===== src/rtl/dmem_load_store_unit_if.sv =====
// Execute-stage request/response and BRAM port-B bundle for dmem_load_store_unit.
// resp_err exists only when MISALIGN_TRAP_EN is defined.
interface dmem_load_store_unit_if #(
  parameter int unsigned ADDR_WIDTH = 15
) ();
  logic                  req_valid;
  logic                  req_ready;
  logic                  req_we;
  logic [2:0]            req_funct3;
  logic [31:0]           req_addr;
  logic [31:0]           req_wdata;
  logic                  resp_valid;
  logic [31:0]           resp_rdata;
`ifdef MISALIGN_TRAP_EN
  logic                  resp_err;
`endif
  logic                  mem_en;
  logic [3:0]            mem_we;
  logic [ADDR_WIDTH-1:0] mem_addr;
  logic [31:0]           mem_din;
  logic [31:0]           mem_dout;

  // Execute stage plus BRAM side
  modport master (
    output req_valid, req_we, req_funct3, req_addr, req_wdata, mem_dout,
    input  req_ready, resp_valid, resp_rdata, mem_en, mem_we, mem_addr, mem_din
`ifdef MISALIGN_TRAP_EN
    , input resp_err
`endif
  );

  // Load/store unit side
  modport slave (
    input  req_valid, req_we, req_funct3, req_addr, req_wdata, mem_dout,
    output req_ready, resp_valid, resp_rdata, mem_en, mem_we, mem_addr, mem_din
`ifdef MISALIGN_TRAP_EN
    , output resp_err
`endif
  );
endinterface


===== src/rtl/dmem_load_store_unit.sv =====
// RV32I load/store unit driving port B of a byte-write BRAM (1-cycle read latency).
// Optional MISALIGN_TRAP_EN: misaligned/illegal requests skip the BRAM and answer with resp_err.
module dmem_load_store_unit #(
  parameter int unsigned ADDR_WIDTH = 15,
  parameter int unsigned DATA_WIDTH = 32
) (
  input logic                  clk,
  input logic                  rst,
  dmem_load_store_unit_if.slave bus
);

  typedef enum logic [1:0] {IDLE, ACCESS, DATA} state_t;

  state_t                  stateQ, stateD;
  logic                    readyQ, readyD;
  logic                    memEnQ, memEnD;
  logic [3:0]              memWeQ, memWeD;
  logic [ADDR_WIDTH-1:0]   memAddrQ, memAddrD;
  logic [DATA_WIDTH-1:0]   memDinQ, memDinD;
  logic                    respValidQ, respValidD;
  logic [DATA_WIDTH-1:0]   respRdataQ, respRdataD;
`ifdef MISALIGN_TRAP_EN
  logic                    respErrQ, respErrD;
`endif
  logic [2:0]              fn3Q, fn3D;
  logic [1:0]              offQ, offD;
  logic                    weQ, weD;
  logic                    badQ, badD;

  logic [1:0]              reqOff, reqEffOff;
  logic                    reqIllegal, reqMisal, reqNoAccess;
  logic [3:0]              reqMask;
  logic [DATA_WIDTH-1:0]   reqDin;
  logic [DATA_WIDTH-1:0]   shifted, loadData;

  // Upper byte-address bits wrap and are deliberately ignored
  logic unusedAddrBits;
  assign unusedAddrBits = ^bus.req_addr[31:ADDR_WIDTH+2];

  // Request decode: lane offset, byte enables, replicated store data
  always_comb begin : decode
    reqOff      = bus.req_addr[1:0];
    reqIllegal  = (bus.req_funct3 == 3'b011) ||
                  (bus.req_funct3[2] && bus.req_funct3[1]) ||
                  (bus.req_we && bus.req_funct3[2]);
    reqMisal    = ((bus.req_funct3[1:0] == 2'b01) && reqOff[0]) ||
                  ((bus.req_funct3[1:0] == 2'b10) && (reqOff != 2'b00));
`ifdef MISALIGN_TRAP_EN
    reqNoAccess = reqIllegal || reqMisal;
`else
    reqNoAccess = reqIllegal;
`endif
    reqEffOff   = reqOff;
    reqMask     = 4'b0001 << reqOff;
    reqDin      = {4{bus.req_wdata[7:0]}};
    case (bus.req_funct3[1:0])
      2'b01: begin
        reqEffOff = {reqOff[1], 1'b0};
        reqMask   = 4'b0011 << {reqOff[1], 1'b0};
        reqDin    = {2{bus.req_wdata[15:0]}};
      end
      2'b10: begin
        reqEffOff = 2'b00;
        reqMask   = 4'hF;
        reqDin    = bus.req_wdata;
      end
      default: ;
    endcase
  end

  // Lane extraction and sign/zero extension of BRAM read data
  always_comb begin : extract
    shifted  = bus.mem_dout >> {offQ, 3'b000};
    loadData = '0;
    case (fn3Q)
      3'b000:  loadData = {{24{shifted[7]}}, shifted[7:0]};
      3'b001:  loadData = {{16{shifted[15]}}, shifted[15:0]};
      3'b010:  loadData = shifted;
      3'b100:  loadData = {24'h0, shifted[7:0]};
      3'b101:  loadData = {16'h0, shifted[15:0]};
      default: loadData = '0;
    endcase
    if (weQ || badQ) loadData = '0;
  end

  // Next-state and next-output logic
  always_comb begin : fsm
    stateD     = stateQ;
    memEnD     = 1'b0;
    memWeD     = 4'h0;
    memAddrD   = memAddrQ;
    memDinD    = memDinQ;
    respValidD = 1'b0;
    respRdataD = respRdataQ;
`ifdef MISALIGN_TRAP_EN
    respErrD   = 1'b0;
`endif
    fn3D       = fn3Q;
    offD       = offQ;
    weD        = weQ;
    badD       = badQ;
    case (stateQ)
      IDLE: begin
        if (bus.req_valid) begin
          fn3D     = bus.req_funct3;
          offD     = reqEffOff;
          weD      = bus.req_we;
          badD     = reqNoAccess;
          memEnD   = !reqNoAccess;
          memWeD   = (bus.req_we && !reqNoAccess) ? reqMask : 4'h0;
          memAddrD = bus.req_addr[ADDR_WIDTH+1:2];
          memDinD  = reqDin;
          stateD   = ACCESS;
        end
      end
      ACCESS: stateD = DATA;
      DATA: begin
        respValidD = 1'b1;
        respRdataD = loadData;
`ifdef MISALIGN_TRAP_EN
        respErrD   = badQ;
`endif
        stateD     = IDLE;
      end
      default: stateD = IDLE;
    endcase
    readyD = (stateD == IDLE);
  end

  // State and output registers
  always_ff @(posedge clk) begin
    if (rst) begin
      stateQ     <= IDLE;
      readyQ     <= 1'b1;
      memEnQ     <= 1'b0;
      memWeQ     <= 4'h0;
      memAddrQ   <= '0;
      memDinQ    <= '0;
      respValidQ <= 1'b0;
      respRdataQ <= '0;
`ifdef MISALIGN_TRAP_EN
      respErrQ   <= 1'b0;
`endif
      fn3Q       <= 3'b000;
      offQ       <= 2'b00;
      weQ        <= 1'b0;
      badQ       <= 1'b0;
    end else begin
      stateQ     <= stateD;
      readyQ     <= readyD;
      memEnQ     <= memEnD;
      memWeQ     <= memWeD;
      memAddrQ   <= memAddrD;
      memDinQ    <= memDinD;
      respValidQ <= respValidD;
      respRdataQ <= respRdataD;
`ifdef MISALIGN_TRAP_EN
      respErrQ   <= respErrD;
`endif
      fn3Q       <= fn3D;
      offQ       <= offD;
      weQ        <= weD;
      badQ       <= badD;
    end
  end

  assign bus.req_ready  = readyQ;
  assign bus.mem_en     = memEnQ;
  assign bus.mem_we     = memWeQ;
  assign bus.mem_addr   = memAddrQ;
  assign bus.mem_din    = memDinQ;
  assign bus.resp_valid = respValidQ;
  assign bus.resp_rdata = respRdataQ;
`ifdef MISALIGN_TRAP_EN
  assign bus.resp_err   = respErrQ;
`endif

endmodule


===== src/flat_wrapper.sv =====
// flat-port wrapper written by rule: the top's interface ports become plain ports
module dmem_load_store_unit_flat 
#(
  parameter int unsigned ADDR_WIDTH = 15,
  parameter int unsigned DATA_WIDTH = 32
)
  (clk, rst, bus_req_valid, bus_req_we, bus_req_funct3, bus_req_addr, bus_req_wdata, bus_mem_dout, bus_req_ready, bus_resp_valid, bus_resp_rdata, bus_mem_en, bus_mem_we, bus_mem_addr, bus_mem_din);
  dmem_load_store_unit_if #(.ADDR_WIDTH(ADDR_WIDTH)) bus_i ();
  input logic clk;
  input logic rst;
  input wire logic [$bits(bus_i.req_valid)-1:0] bus_req_valid;
  input wire logic [$bits(bus_i.req_we)-1:0] bus_req_we;
  input wire logic [$bits(bus_i.req_funct3)-1:0] bus_req_funct3;
  input wire logic [$bits(bus_i.req_addr)-1:0] bus_req_addr;
  input wire logic [$bits(bus_i.req_wdata)-1:0] bus_req_wdata;
  input wire logic [$bits(bus_i.mem_dout)-1:0] bus_mem_dout;
  output wire logic [$bits(bus_i.req_ready)-1:0] bus_req_ready;
  output wire logic [$bits(bus_i.resp_valid)-1:0] bus_resp_valid;
  output wire logic [$bits(bus_i.resp_rdata)-1:0] bus_resp_rdata;
  output wire logic [$bits(bus_i.mem_en)-1:0] bus_mem_en;
  output wire logic [$bits(bus_i.mem_we)-1:0] bus_mem_we;
  output wire logic [$bits(bus_i.mem_addr)-1:0] bus_mem_addr;
  output wire logic [$bits(bus_i.mem_din)-1:0] bus_mem_din;
  assign bus_i.req_valid = bus_req_valid;
  assign bus_i.req_we = bus_req_we;
  assign bus_i.req_funct3 = bus_req_funct3;
  assign bus_i.req_addr = bus_req_addr;
  assign bus_i.req_wdata = bus_req_wdata;
  assign bus_i.mem_dout = bus_mem_dout;
  assign bus_req_ready = bus_i.req_ready;
  assign bus_resp_valid = bus_i.resp_valid;
  assign bus_resp_rdata = bus_i.resp_rdata;
  assign bus_mem_en = bus_i.mem_en;
  assign bus_mem_we = bus_i.mem_we;
  assign bus_mem_addr = bus_i.mem_addr;
  assign bus_mem_din = bus_i.mem_din;
  dmem_load_store_unit #(.ADDR_WIDTH(ADDR_WIDTH), .DATA_WIDTH(DATA_WIDTH)) u_core (.clk(clk), .rst(rst), .bus(bus_i));
endmodule

===== config.mk =====
export PLATFORM = sky130hd
export DESIGN_NAME = dmem_load_store_unit_flat
export DESIGN_NICKNAME = d
export VERILOG_FILES = /design/src/rtl/dmem_load_store_unit_if.sv /design/src/rtl/dmem_load_store_unit.sv /design/src/flat_wrapper.sv
export SDC_FILE = /design/constraint.sdc
export NUM_CORES = 1
export LEC_CHECK = 0
export ABC_AREA = 0
export BUFFER_PORTS_ARGS = -buffer_cell sky130_fd_sc_hd__buf_4
export CAP_MARGIN = 20
export CORE_MARGIN = 2
export CORE_UTILIZATION = 39
export CTS_BUF_LIST = sky130_fd_sc_hd__clkbuf_4
export DETAILED_ROUTE_END_ITERATION = 12
export GPL_TIMING_DRIVEN = 0
export PLACE_DENSITY = 0.68
export SLEW_MARGIN = 10
export SYNTH_ARGS = -nofsm -noshare
export SYNTH_HDL_FRONTEND = slang
export SYNTH_SLANG_ARGS = --single-unit

===== constraint.sdc =====
create_clock -name clk -period 4.13 [get_ports clk]
set_input_delay 0.6195 -clock clk [delete_from_list [all_inputs] [get_ports clk]]
set_output_delay 0.6195 -clock clk [all_outputs]
set_load 0.03 [all_outputs]

# After elaboration in Yosys (flattened, before gate mapping)
# Index checks and enable logic that the tools add are counted.
dict set report op_classes {
  shift 3
  mux 8
  reduce_logical 13
  n_eq_ne 9
  bitwise 3
}
# op count
set ops {}
lappend ops {{$pmux 32 s5} 1}
lappend ops {{$pmux 32 s2} 1}
lappend ops {{$mux 32} 1}
lappend ops {{$shr 32x5->32} 1}
lappend ops {{$pmux 2 s2} 2}
lappend ops {{$pmux 4 s2} 1}
lappend ops {{$eq 3x2->1 const B} 2}
lappend ops {{$eq 3x3->1 const B} 2}
lappend ops {{$eq 2x1->1 const B} 2}
lappend ops {{$eq 2x2->1 const B} 2}
lappend ops {{$logic_not 2->1} 2}
lappend ops {{$reduce_or 4->1} 1}
lappend ops {{$shl 1x2->4 const A} 1}
lappend ops {{$shl 2x2->4 const A} 1}
lappend ops {{$eq 3x1->1 const B} 1}
lappend ops {{$logic_and 1x1->1} 3}
lappend ops {{$logic_not 3->1} 1}
lappend ops {{$logic_or 1x1->1} 3}
lappend ops {{$not 1->1} 3}
lappend ops {{$reduce_or 3->1} 1}
lappend ops {{$mux 2} 1}
lappend ops {{$reduce_and 2->1} 1}
lappend ops {{$logic_not 1->1} 1}
lappend ops {{$mux 1} 1}
dict set report totals {
  inputBits 103
  register_bits 95
  elab_cells 48
  output_inout_bits 86
}

# Longest topological paths before layout
# Gate-level depths: netlist (run 1).
dict set report depth {
  word_depth 7
  mapped_depth 7
  depth_no_buf 6
}

# Worst setup path after synthesis (run 1)
# OpenSTA, ideal clock, no wires.
dict set report synth_timing {
  kind {input to register}
  start {input bus_mem_dout[31]}
  end {register u_core.respRdataQ[22] (netlist: u_core.bus.resp_rdata[22])}
  slack_ns 2.128
  n_path_buf 2
  t_arrival_ns 1.880
  t_required_ns 4.008
  setup_ns 0.122
  cell_stages 5
  cell_sequence {mux4_2 buf_6 o2111a_2 buf_6 a221o_1}
}
dict set report synth_between {
  elab_chain_cells 3
}
# element line
set synth_lines {}
lappend synth_lines {{start: declaration} flat_wrapper.sv:16} ;# input wire logic [$bits(bus_i.mem_dout)-1:0] bus_mem_dout;
lappend synth_lines {{$shr 32x5->32} dmem_load_store_unit.sv:73} ;# shifted = bus.mem_dout >> {offQ, 3'b000};
lappend synth_lines {{$pmux 32 s5} dmem_load_store_unit.sv:75} ;# case (fn3Q)
lappend synth_lines {{$mux 32} dmem_load_store_unit.sv:83} ;# if (weQ || badQ) loadData = '0;
lappend synth_lines {{end signal: assignment} dmem_load_store_unit.sv:156} ;# respRdataQ <= respRdataD;
lappend synth_lines {{end: declaration} dmem_load_store_unit.sv:21} ;# logic [DATA_WIDTH-1:0] respRdataQ, respRdataD;
# Every way passes these cells.
# A chain may end at the register's enable or synchronous reset.

# Worst setup path after layout (run 1)
dict set report layout_timing {
  start {register u_core.stateQ[1]}
  end {register u_core.memDinQ[10] (netlist: u_core.bus.mem_din[10])}
}
dict set report layout_between {
  elab_chain_cells 2
}
# element line
set layout_lines {}
lappend layout_lines {{start: declaration} dmem_load_store_unit.sv:14} ;# state_t stateQ, stateD;
lappend layout_lines {{start signal: assignment} dmem_load_store_unit.sv:149} ;# stateQ <= stateD;
lappend layout_lines {{$logic_not 2->1} dmem_load_store_unit.sv:102} ;# case (stateQ)
lappend layout_lines {{$reduce_and 2->1 (no line)} n/a}
lappend layout_lines {{end signal: assignment} dmem_load_store_unit.sv:154} ;# memDinQ <= memDinD;
lappend layout_lines {{end: declaration} dmem_load_store_unit.sv:19} ;# logic [DATA_WIDTH-1:0] memDinQ, memDinD;
# Every way passes these cells.

==> out/results.txt, run 1 <==
Worst-path clk slew -> 0.14 ns
Chip height -> 107.2 um
Status -> complete, no violations
Most common cell after layout, fill and taps aside -> buf_4
Core area -> 0.01032 mm2
Synth Instances -> 460
Placed Area -> 0.005624 mm2
Area contributors post-synth -> dfxtp_1, nand2_1, a21oi_1
Initial antenna violation count -> 1
Worst min path class -> input port to register
Fillers -> 985
Post-CTS setup buffer count -> 0
Slew Viols, Final -> 0
Grt ovf -> 0
Vias post-DR -> 4,241
Post-synth top area cell -> dfxtp_1
Ratio of cells with drive above 1 in the final layout -> 0.3447
Die area -> 0.01150 mm2
Pleak -> 2.383 nW
Vias in the first global route -> 4,020
Largest net degree at the start of global routing -> 15
Post-synthesis sequential area ratio -> 0.4577
Power Total -> 0.001958 W
Later-pin clock latency in the skew report -> 0.43 ns
Total nets after synthesis -> 566
Synthesized flop and latch total -> 95
Crit-path max cell delay -> 0.81 ns
FF-to-FF setup slack -> 2.04 ns
WL final -> 13,180 um
IO Port Bufs -> 173
Setup_tns -> 0 ns
H-tree Lvls -> 3
Post-CTS sizing -> 0
Final Hold Viols -> 0
Synth top area share -> 0.4577
Crit path max fanout -> 10
Num rows -> 37
Synth warn -> 0
Post-Syn Area per Cell -> 9.033 um2
WS Path Type -> register to register
Post-layout instance area -> 0.005751 mm2
Final core utilization -> 0.5570
CP Capture Type -> register
Arrival @ worst endpoint -> 2.44 ns
Cts hold-fix bufs -> 0
CP max stage cell -> nor3b_1
Cells along the critical path -> nor3b_1, clkbuf_1, nor2_1, a311oi_1
RSZ-0062 raised after global routing -> false
Longest Clk Path Bufs -> 2
Relative slew slack -> 0.3361
CTS Sinks -> 95
Detail Route Antenna Nets -> 0
Routed len/inst -> 16.80 um
TritonCTS Buffers -> 9
Area growth syn-to-layout -> 38.39%
First-pass GRT wire length -> 20,400 um
Io pins -> 189
Final hold slack -> 0.4165 ns
Die width -> 107.2 um
Setup violators final -> 0
Fmax -> 0.4785 GHz
Clock Tree Root -> clkbuf_4
Worst-Margin Slew -> 0.9937 ns
DRC viols -> 0
Most frequent cells in the layout -> buf_4, nand2_1, dfxtp_1
Power per cell area -> 340.4 mW/mm2
GPL Wtd Cong -> 0.8836
Max cap viols -> 0
Starting Density -> 0.4025
Worst clock skew -> 0.003740 ns
Total GRT Usage -> 0.2273
Worst vdd ir -> 0.1768 mV
CTS tree -> yes
DR iter-0 viols -> 272
Layout Nets -> 750
Post-DP HPWL -> 10,160 um
Synth unique cells -> 39
Required time of the critical path -> 4.48 ns
Via-to-Cell Ratio -> 5.409
Final Cycle Share -> 0.5060
Startpoint Class -> register
Crit path time final -> 2.090 ns
Synthesized cell area -> 0.004155 mm2
Initial DRT Pass Iterations -> 5
[cell families (layout without fill, tap and decap cells)]
| group | after synthesis | after routing | share of synthesized area |
|---|---|---|---|
| fa+ha+maj | 3 | 3 | 0.009034 |
| buf+inv | 43 | 230 | 0.04998 |
| flops | 95 | 95 | 0.4577 |
| mux | 25 | 25 | 0.08702 |
| compound gates | 128 | 128 | 0.2231 |
| simple gates | 166 | 166 | 0.1731 |
| other cells | 0 | 1 | 0 |
[metrics by stage]
stage,instances,setup WS [ns]
after floorplan,460,2.128
after global placement,769,1.786
after detailed placement,769,1.734
after CTS,783,2.051
after global routing,784,1.882
final,784,2.040
[routing by layer]
metal  global-route usage  wire length [um]  up-vias
li1                     -                 -     2043
met1               0.2875              5336     1996
met2               0.3689              6348      183
met3              0.06748              1230       19
met4              0.07792               259        0
met5                    0                 0        -
[where the power goes]
part / internal (W) / switching (W)
clock: 0.000183 / 0.000301
combinational: 0.000201 / 0.000278
sequential: 0.000965 / 0.0000301
[Yosys cell counts, drive strengths merged]
| master | number |
|---|---|
| nand2 | 98 |
| dfxtp | 95 |
| a21oi | 44 |
| nor2 | 34 |
| clkbuf | 31 |
| a221o | 16 |
| a22oi | 16 |
| buf | 10 |
| nor3 | 10 |
| o21ai | 10 |
| mux2 | 9 |
| a211oi | 8 |
| a221oi | 8 |
| a222oi | 8 |
| a311oi | 8 |
| mux2i | 8 |
| mux4 | 8 |
| o2bb2ai | 7 |
| nor2b | 5 |
| nand3 | 4 |
| ha | 3 |
| nand3b | 3 |
| inv | 2 |
| nor3b | 2 |
| nor4b | 2 |
| or2 | 2 |
| or3b | 2 |
| nand2b | 1 |
| nand4b | 1 |
| nor4 | 1 |
| nor4bb | 1 |
| o2111a | 1 |
| o211ai | 1 |
| o21bai | 1 |
[sequential cells by signal, indices dropped and copies added, names as in the netlist]
register	flops
u_core.bus.mem_we	4
u_core.stateQ	2
u_core.bus.mem_en	1
u_core.badQ	1
u_core.bus.resp_rdata	32
u_core.offQ	2
u_core.weQ	1
u_core.bus.req_ready	1
u_core.bus.mem_addr	15
u_core.fn3Q	3
u_core.bus.mem_din	32
u_core.bus.resp_valid	1
[layout make-up]
type / count / area (um2) / area share
Multi-Input combinational cell: 322 / 2046 / 0.3557
Sequential cell: 95 / 1902 / 0.3307
Timing Repair Buffer: 173 / 1299 / 0.2258
Buffer: 41 / 200.2 / 0.03481
Tap cell: 136 / 170.2 / 0.02959
Clock buffer: 10 / 75.07 / 0.01305
Clock inverter: 4 / 48.80 / 0.008486
Inverter: 2 / 7.507 / 0.001305
Antenna cell: 1 / 2.502 / 0.0004352
[path summary, 6_finish.rpt]
| path | depth (start not counted) | startpoint | end |
|---|---|---|---|
| worst min register to register | 2 | u_core.bus.mem_addr[4]$_SDFFE_PP0P_ | u_core.bus.mem_addr[4]$_SDFFE_PP0P_ |
| worst min-delay path | 3 | bus_req_addr[7] | u_core.bus.mem_addr[5]$_SDFFE_PP0P_ |
| worst max register to register | 4 | u_core.stateQ[1]$_SDFF_PP0_ | u_core.bus.mem_din[10]$_SDFFE_PP0P_ |
| worst max-delay path | 4 | u_core.stateQ[1]$_SDFF_PP0_ | u_core.bus.mem_din[10]$_SDFFE_PP0P_ |
[worst max-delay path: cells and delay by family (launching register included)]
family | cells | cell delay [ns]
compound gates | 1 | 0.27
flops | 1 | 0.38
buf+inv | 1 | 0.47
simple gates | 2 | 0.88
Note: power is estimated with default switching activity, not from simulation.
==> run 2: changes to the inputs <==
Settings changed: PLACE_DENSITY 0.68 to 0.71.
Clock period 4.13 ns to 1.82 ns, I/O delays scaled along.
==> out/results.txt, run 2 (same netlist as run 1, synthesis figures left out) <==
Status -> complete, no violations
Vias in the first global route -> 4,137 (+2.9%)
Required time of the critical path -> 2.17 ns (-2.31 ns)
Detail Route Antenna Nets -> 0 (unchanged)
Routed len/inst -> 17.05 um (+1.5%)
Num rows -> 37 (unchanged)
Area growth syn-to-layout -> 40.17%
Worst clock skew -> 0.03010 ns (+0.02636 ns)
CTS tree -> yes
Worst vdd ir -> 0.4224 mV (+140%)
Multi-input logic area -> 0.002077 mm2 (+1.5%)
Hold EP -> u_core.bus.mem_addr[7]$_SDFFE_PP0P_
Arrival @ worst endpoint -> 2.09 ns (-0.35 ns)
CTS Sinks -> 95 (unchanged)
Global routing usage on met2 -> 0.3743 (+0.005425)
Via-to-Cell Ratio -> 5.446 (+0.68%)
GRT met1 Usage -> 0.2939 (+0.006388)
Placed Area -> 0.005624 mm2 (unchanged)
GRT Max-Usage Layer -> met2
Crit path time final -> 1.738 ns (-0.3522 ns)
Largest net degree at the start of global routing -> 16 (+1)
First-pass GRT wire length -> 20,630 um (+1.1%)
Setup violators final -> 0 (unchanged)
Post-layout instance area -> 0.005824 mm2 (+1.3%)
R2R cell count -> 4 (unchanged)
Final Hold Viols -> 0 (unchanged)
Die area -> 0.01150 mm2 (unchanged)
DR iter-0 viols -> 253 (-7.0%)
H-tree Lvls -> 3 (unchanged)
Ratio of cells with drive above 1 in the final layout -> 0.3656 (+0.02092)
Longest Clk Path Bufs -> 2 (unchanged)
Pleak -> 2.435 nW (+2.2%)
Initial DRT Pass Iterations -> 5 (unchanged)
Critical hold path startpoint -> bus_req_addr[9]
Grt ovf -> 0 (unchanged)
DRC viols -> 0 (unchanged)
Max cap viols -> 0 (unchanged)
Fillers -> 937 (-4.9%)
GR Util met3 -> 0.05106 (-0.01641)
IO Port Bufs -> 173 (unchanged)
Total GRT Usage -> 0.2292 (+0.001926)
Initial antenna violation count -> 0 (-1)
Worst-Margin Slew -> 0.5978 ns (-0.3959 ns)
Power per cell area -> 776.5 mW/mm2 (+130%)
Most common cell after layout, fill and taps aside -> buf_4
Worst-path clk slew -> 0.16 ns (+0.02 ns)
TritonCTS Buffers -> 9 (unchanged)
Diodes inserted -> 0 (-1)
Starting Density -> 0.4025 (unchanged)
Startpoint Class -> register
GPL Wtd Cong -> 0.9061 (+2.5%)
Worst r2r dst -> u_core.bus.resp_rdata[31]$_SDFFE_PP0P_
RSZ-0062 raised after global routing -> false
WL final -> 13,420 um (+1.9%)
Fmax -> 0.5755 GHz (+20%)
WHS Path Cells -> 3 (unchanged)
CP Capture Type -> register
Worst min path class -> input port to register
Vias post-DR -> 4,286 (+1.1%)
Die width -> 107.2 um (unchanged)
Most frequent cells in the layout -> buf_4, nand2_1, dfxtp_1
Layout Nets -> 752 (+0.27%)
Slew Viols, Final -> 0 (unchanged)
Crit path max fanout -> 8 (-2)
FF-to-FF setup slack -> 0.08 ns (-1.96 ns)
Core area -> 0.01032 mm2 (unchanged)
Chip height -> 107.2 um (unchanged)
Final Cycle Share -> 0.9548 (+0.4488)
Io pins -> 189 (unchanged)
Worst r2r src -> u_core.offQ[1]$_SDFFE_PP0P_
Relative slew slack -> 0.6015 (+0.2654)
Later-pin clock latency in the skew report -> 0.45 ns (+0.02 ns)
Clock Tree Root -> clkbuf_4
Post-DP HPWL -> 10,110 um (-0.54%)
WS Path Type -> register to register
Seq. cell area -> 0.001903 mm2 (about the same)
Final hold slack -> 0.06360 ns (-0.3529 ns)
==> run 2: cell count changes in the layout (fill, tap and decap cells not counted), sizes merged <==
cell	before	now
diode	1	0
clkinv	1	3
buf	183	185
==> run 2: timing repair <==
action                                  in CTS  in global routing
setup buffers                                2                  1
cloned                                       1                  0
endpoints found under the setup margin      66                 47
gates resized for setup                      9                 11
hold buffers                                 0                  0
hold endpoints to repair                     0                  0
==> run 2: worst max path at each step <==
| stage | from | end | slack (ns) | cells after the start |
|---|---|---|---|---|
| floorplan | u_core.offQ[1]$_SDFFE_PP0P_ | u_core.bus.resp_rdata[22]$_SDFFE_PP0P_ | 0.03 | 5 |
| global placement | bus_req_valid | u_core.offQ[0]$_SDFFE_PP0P_ | -0.1 | 5 |
| detailed placement | bus_req_valid | u_core.bus.mem_din[13]$_SDFFE_PP0P_ | -0.12 | 5 |
| CTS | u_core.offQ[1]$_SDFFE_PP0P_ | u_core.bus.resp_rdata[31]$_SDFFE_PP0P_ | -0.02 | 5 |
| global route | u_core.stateQ[0]$_SDFF_PP0_ | u_core.bus.mem_din[5]$_SDFFE_PP0P_ | 0.01 | 5 |
| finish | u_core.offQ[1]$_SDFFE_PP0P_ | u_core.bus.resp_rdata[31]$_SDFFE_PP0P_ | 0.08 | 4 |
==> run 2: cell type report <==
class | count | area share
multi-input combinational | 322 | 0.3566
sequential | 95 | 0.3267
timing repair buffer | 177 | 0.2288
buffer | 39 | 0.03394
tap | 136 | 0.02922
clock buffer | 10 | 0.01289
clock inverter | 6 | 0.01053
inverter | 2 | 0.001289
==> run 2: metal layers <==
layer  routed length (um)  up-vias  share of wire
met3                 1088       21          0.081
met5                    0        -              0
met2                 6468      171           0.48
met4                  291        0          0.022
met1                 5573     2045           0.42
li1                     -     2049              -
==> run 2: critical path, stage by stage (launching register included) <==
cell and delay (ns):
dfxtp_2 0.37, mux4_2 0.51, o2111a_2 0.35, buf_6 0.15, a221o_1 0.26
==> run 2: stage by stage <==
stage          cells  setup TNS, ns  worst slack, ns  total power, W    util
6_report         787              0          0.08225        0.004523  0.5642
3_3_place_gp     769         -1.448         -0.09621        0.003363  0.5448
5_1_grt          787              0          0.01239        0.004719  0.5642
2_1_floorplan    460              0          0.02645        0.002914       -
4_1_cts          788       -0.05838         -0.02014        0.004531  0.5632
3_5_place_dp     769         -2.286          -0.1247        0.003386  0.5448
==> run 2: power by group <==
| part | switching, W | total (W) | internal, W |
|---|---|---|---|
| clock network | 0.000736 | 0.00116 | 0.000429 |
| logic | 0.000636 | 0.00110 | 0.000461 |
| registers | 0.0000711 | 0.00226 | 0.00219 |
==> run 3: changes to the inputs <==
Settings changed: CELL_PAD_IN_SITES_DETAIL_PLACEMENT from default to 1, CELL_PAD_IN_SITES_GLOBAL_PLACEMENT from default to 2, CORE_UTILIZATION 39 to 24, PLACE_DENSITY 0.71 to default, PLACE_DENSITY_LB_ADDON from default to 0.1.
==> out/results.txt, run 3 (same netlist as run 1, synthesis figures left out) <==
Status -> complete, no violations
Via-to-Cell Ratio -> 4.838 (-11%)
Slew Viols, Final -> 0 (unchanged)
Final Hold Viols -> 0 (unchanged)
Final hold slack -> 0.03786 ns (-0.02574 ns)
GPL Wtd Cong -> 0.7997 (-12%)
H-tree Lvls -> 3 (unchanged)
FF-to-FF setup slack -> 0.06 ns (-0.02 ns)
Worst clock skew -> 0.01417 ns (-0.01592 ns)
GRT met1 Usage -> 0.2343 (-0.05955)
Setup violators final -> 0 (unchanged)
TritonCTS Buffers -> 9 (unchanged)
Most common cell after layout, fill and taps aside -> buf_4
R2R cell count -> 4 (unchanged)
Relative slew slack -> 0.5401 (-0.06142)
Crit-path max cell delay -> 0.51 ns (about the same)
Core area -> 0.01712 mm2 (+66%)
DRC viols -> 0 (unchanged)
Initial antenna violation count -> 1 (+1)
Post-layout instance area -> 0.006125 mm2 (+5.2%)
Largest net degree at the start of global routing -> 17 (+1)
CP max stage cell -> mux4_2
Io pins -> 189 (unchanged)
Later-pin clock latency in the skew report -> 0.47 ns (+0.02 ns)
Power per cell area -> 801.7 mW/mm2 (+3.2%)
Worst min path class -> input port to register
Ratio of cells with drive above 1 in the final layout -> 0.3741 (+0.008466)
Global routing usage on met2 -> 0.3106 (-0.06372)
Final Cycle Share -> 0.9648 (+0.01002)
Cell family with most CP delay -> compound AO/OA/AOI/OAI gates
CP Buf/Inv Count -> 1 (unchanged)
Comb pwr share -> 0.236 (-0.007)
Total GRT Usage -> 0.1861 (-0.04311)
Vias in the first global route -> 4,665 (+13%)
Clock Tree Root -> clkbuf_4
Finished Layout Cells -> 889 (+13%)
Cells along the critical path -> mux4_2, o2111a_2, buf_6, a221o_1
Sequential power share -> 0.461 (-0.039)
Post-DP HPWL -> 13,020 um (+29%)
Worst-path clk slew -> 0.16 ns (about the same)
DR iter-0 viols -> 221 (-13%)
Most frequent cells in the layout -> buf_4, nand2_1, dfxtp_1
Starting Density -> 0.2428 (-0.1597)
Worst vdd ir -> 0.3010 mV (-29%)
Crit path time final -> 1.756 ns (+0.01824 ns)
Area growth syn-to-layout -> 47.40%
Hold EP -> u_core.bus.mem_addr[3]$_SDFFE_PP0P_
Pleak -> 2.538 nW (+4.2%)
Post-placement cell count -> 859 (+12%)
Worst-Margin Slew -> 0.6874 ns (+0.08959 ns)
Routed len/inst -> 18.81 um (+10%)
Internal power -> 0.003369 W (+9.4%)
WHS Path Cells -> 3 (unchanged)
Layout Nets -> 764 (+1.6%)
Detail Route Antenna Nets -> 0 (unchanged)
GR Util met3 -> 0.04826 (-0.002803)
Fmax -> 0.5695 GHz (-1.0%)
Num rows -> 48 (+30%)
CTS Sinks -> 95 (unchanged)
Pre-CTS WS -> -0.4544 ns (-0.3298 ns)
Worst r2r src -> u_core.offQ[1]$_SDFFE_PP0P_
Max cap viols -> 0 (unchanged)
Longest Clk Path Bufs -> 2 (unchanged)
Worst r2r dst -> u_core.bus.resp_rdata[25]$_SDFFE_PP0P_
Crit path max fanout -> 8 (unchanged)
IO Port Bufs -> 173 (unchanged)
Placed Area -> 0.005741 mm2 (+2.1%)
Grt ovf -> 0 (unchanged)
Switching Fraction -> 0.3139 (-0.005129)
WL final -> 16,720 um (+25%)
Chip height -> 135.6 um (+26%)
RSZ-0062 raised after global routing -> false
Final WS setup -> 0.06402 ns (-0.01824 ns)
Die width -> 135.6 um (+26%)
WS Path Type -> register to register
CP Capture Type -> register
Die area -> 0.01838 mm2 (+60%)
GRT Max-Usage Layer -> met2
Arrival @ worst endpoint -> 2.14 ns (+0.05 ns)
Psw -> 0.001542 W (+6.8%)
Startpoint Class -> register
First-pass GRT wire length -> 26,240 um (+27%)
Critical hold path startpoint -> bus_req_addr[5]
Initial DRT Pass Iterations -> 4 (-1)
Clock power share -> 0.303 (+0.046)
CTS tree -> yes
Required time of the critical path -> 2.20 ns (+0.03 ns)
Vias post-DR -> 4,301 (+0.35%)
[run 3: cell count changes in the layout (fill, tap and decap cells not counted), sizes merged]
cell / previous run / this run
diode: 0 / 1
clkinvlp: 2 / 3
clkbuf: 41 / 40
dlygate4sd3: 0 / 10
clkinv: 3 / 1
bufinv: 1 / 3
buf: 185 / 187
[run 3: final cells by class]
type	count	area [um2]
Tap cell	225	281.5
Buffer	39	207.7
Fill cell	2044	10990
Clock buffer	9	67.56
Multi-Input combinational cell	322	2086
Timing Repair Buffer	189	1445
Sequential cell	95	1906
Clock inverter	7	121.4
Antenna cell	1	2.502
Inverter	2	7.507
[run 3: worst max-delay path by stage]
| stage | slack [ns] | startpoint | cells past startpoint | endpoint |
|---|---|---|---|---|
| 2_1_floorplan | 0.03 | u_core.offQ[1]$_SDFFE_PP0P_ | 5 | u_core.bus.resp_rdata[22]$_SDFFE_PP0P_ |
| 3_3_place_gp | -0.59 | bus_req_valid | 5 | u_core.offQ[0]$_SDFFE_PP0P_ |
| 3_5_place_dp | -0.45 | bus_req_valid | 6 | u_core.offQ[0]$_SDFFE_PP0P_ |
| 4_1_cts | -0.04 | u_core.offQ[1]$_SDFFE_PP0P_ | 5 | u_core.bus.resp_rdata[24]$_SDFFE_PP0P_ |
| 5_1_grt | 0.003 | u_core.stateQ[1]$_SDFF_PP0_ | 5 | u_core.offQ[0]$_SDFFE_PP0P_ |
| 6_report | 0.06 | u_core.offQ[1]$_SDFFE_PP0P_ | 4 | u_core.bus.resp_rdata[25]$_SDFFE_PP0P_ |
[run 3: power groups by stage]
stage / Clock (W) / Combinational [W] / Sequential, W
after floorplan: 0 / 0.000432 / 0.00248
after global placement: 0 / 0.00112 / 0.00230
after detailed placement: 0 / 0.00114 / 0.00230
after CTS: 0.00155 / 0.00117 / 0.00226
after global routing: 0.00163 / 0.00126 / 0.00228
final: 0.00149 / 0.00116 / 0.00226
[run 3: stage by stage]
stage	total power [W]	util	TNS [ns]
floorplan	0.002914	-	0
global placement	0.003423	0.3351	-23.29
detailed placement	0.003447	0.3354	-12.70
CTS	0.004984	0.3563	-0.2910
global route	0.005168	0.3578	0
finish	0.004910	0.3578	0
[run 3: metal layers]
layer,up-vias,routed length (um)
met2,96,8181
met3,15,978
li1,2080,-
met1,2110,7345
met4,0,216
met5,-,0
[run 3: worst register-to-register path, delay by kind of cell (launching register included)]
kind                   cells  cell delay, ns
AOI/OAI and AO/OA          2            0.62
buffers and inverters      1            0.16
DFF                        1            0.38
muxes                      1            0.51
[run 3: timing repair]
item                                    4_1_cts  5_1_grt
hold buffers                                 10        0
endpoints found under the setup margin       81       51
endpoints found under the hold margin        10        0
setup buffers                                 3        1
gates resized for setup                      13       20
pin swaps                                     0        1
gates cloned                                  1        0
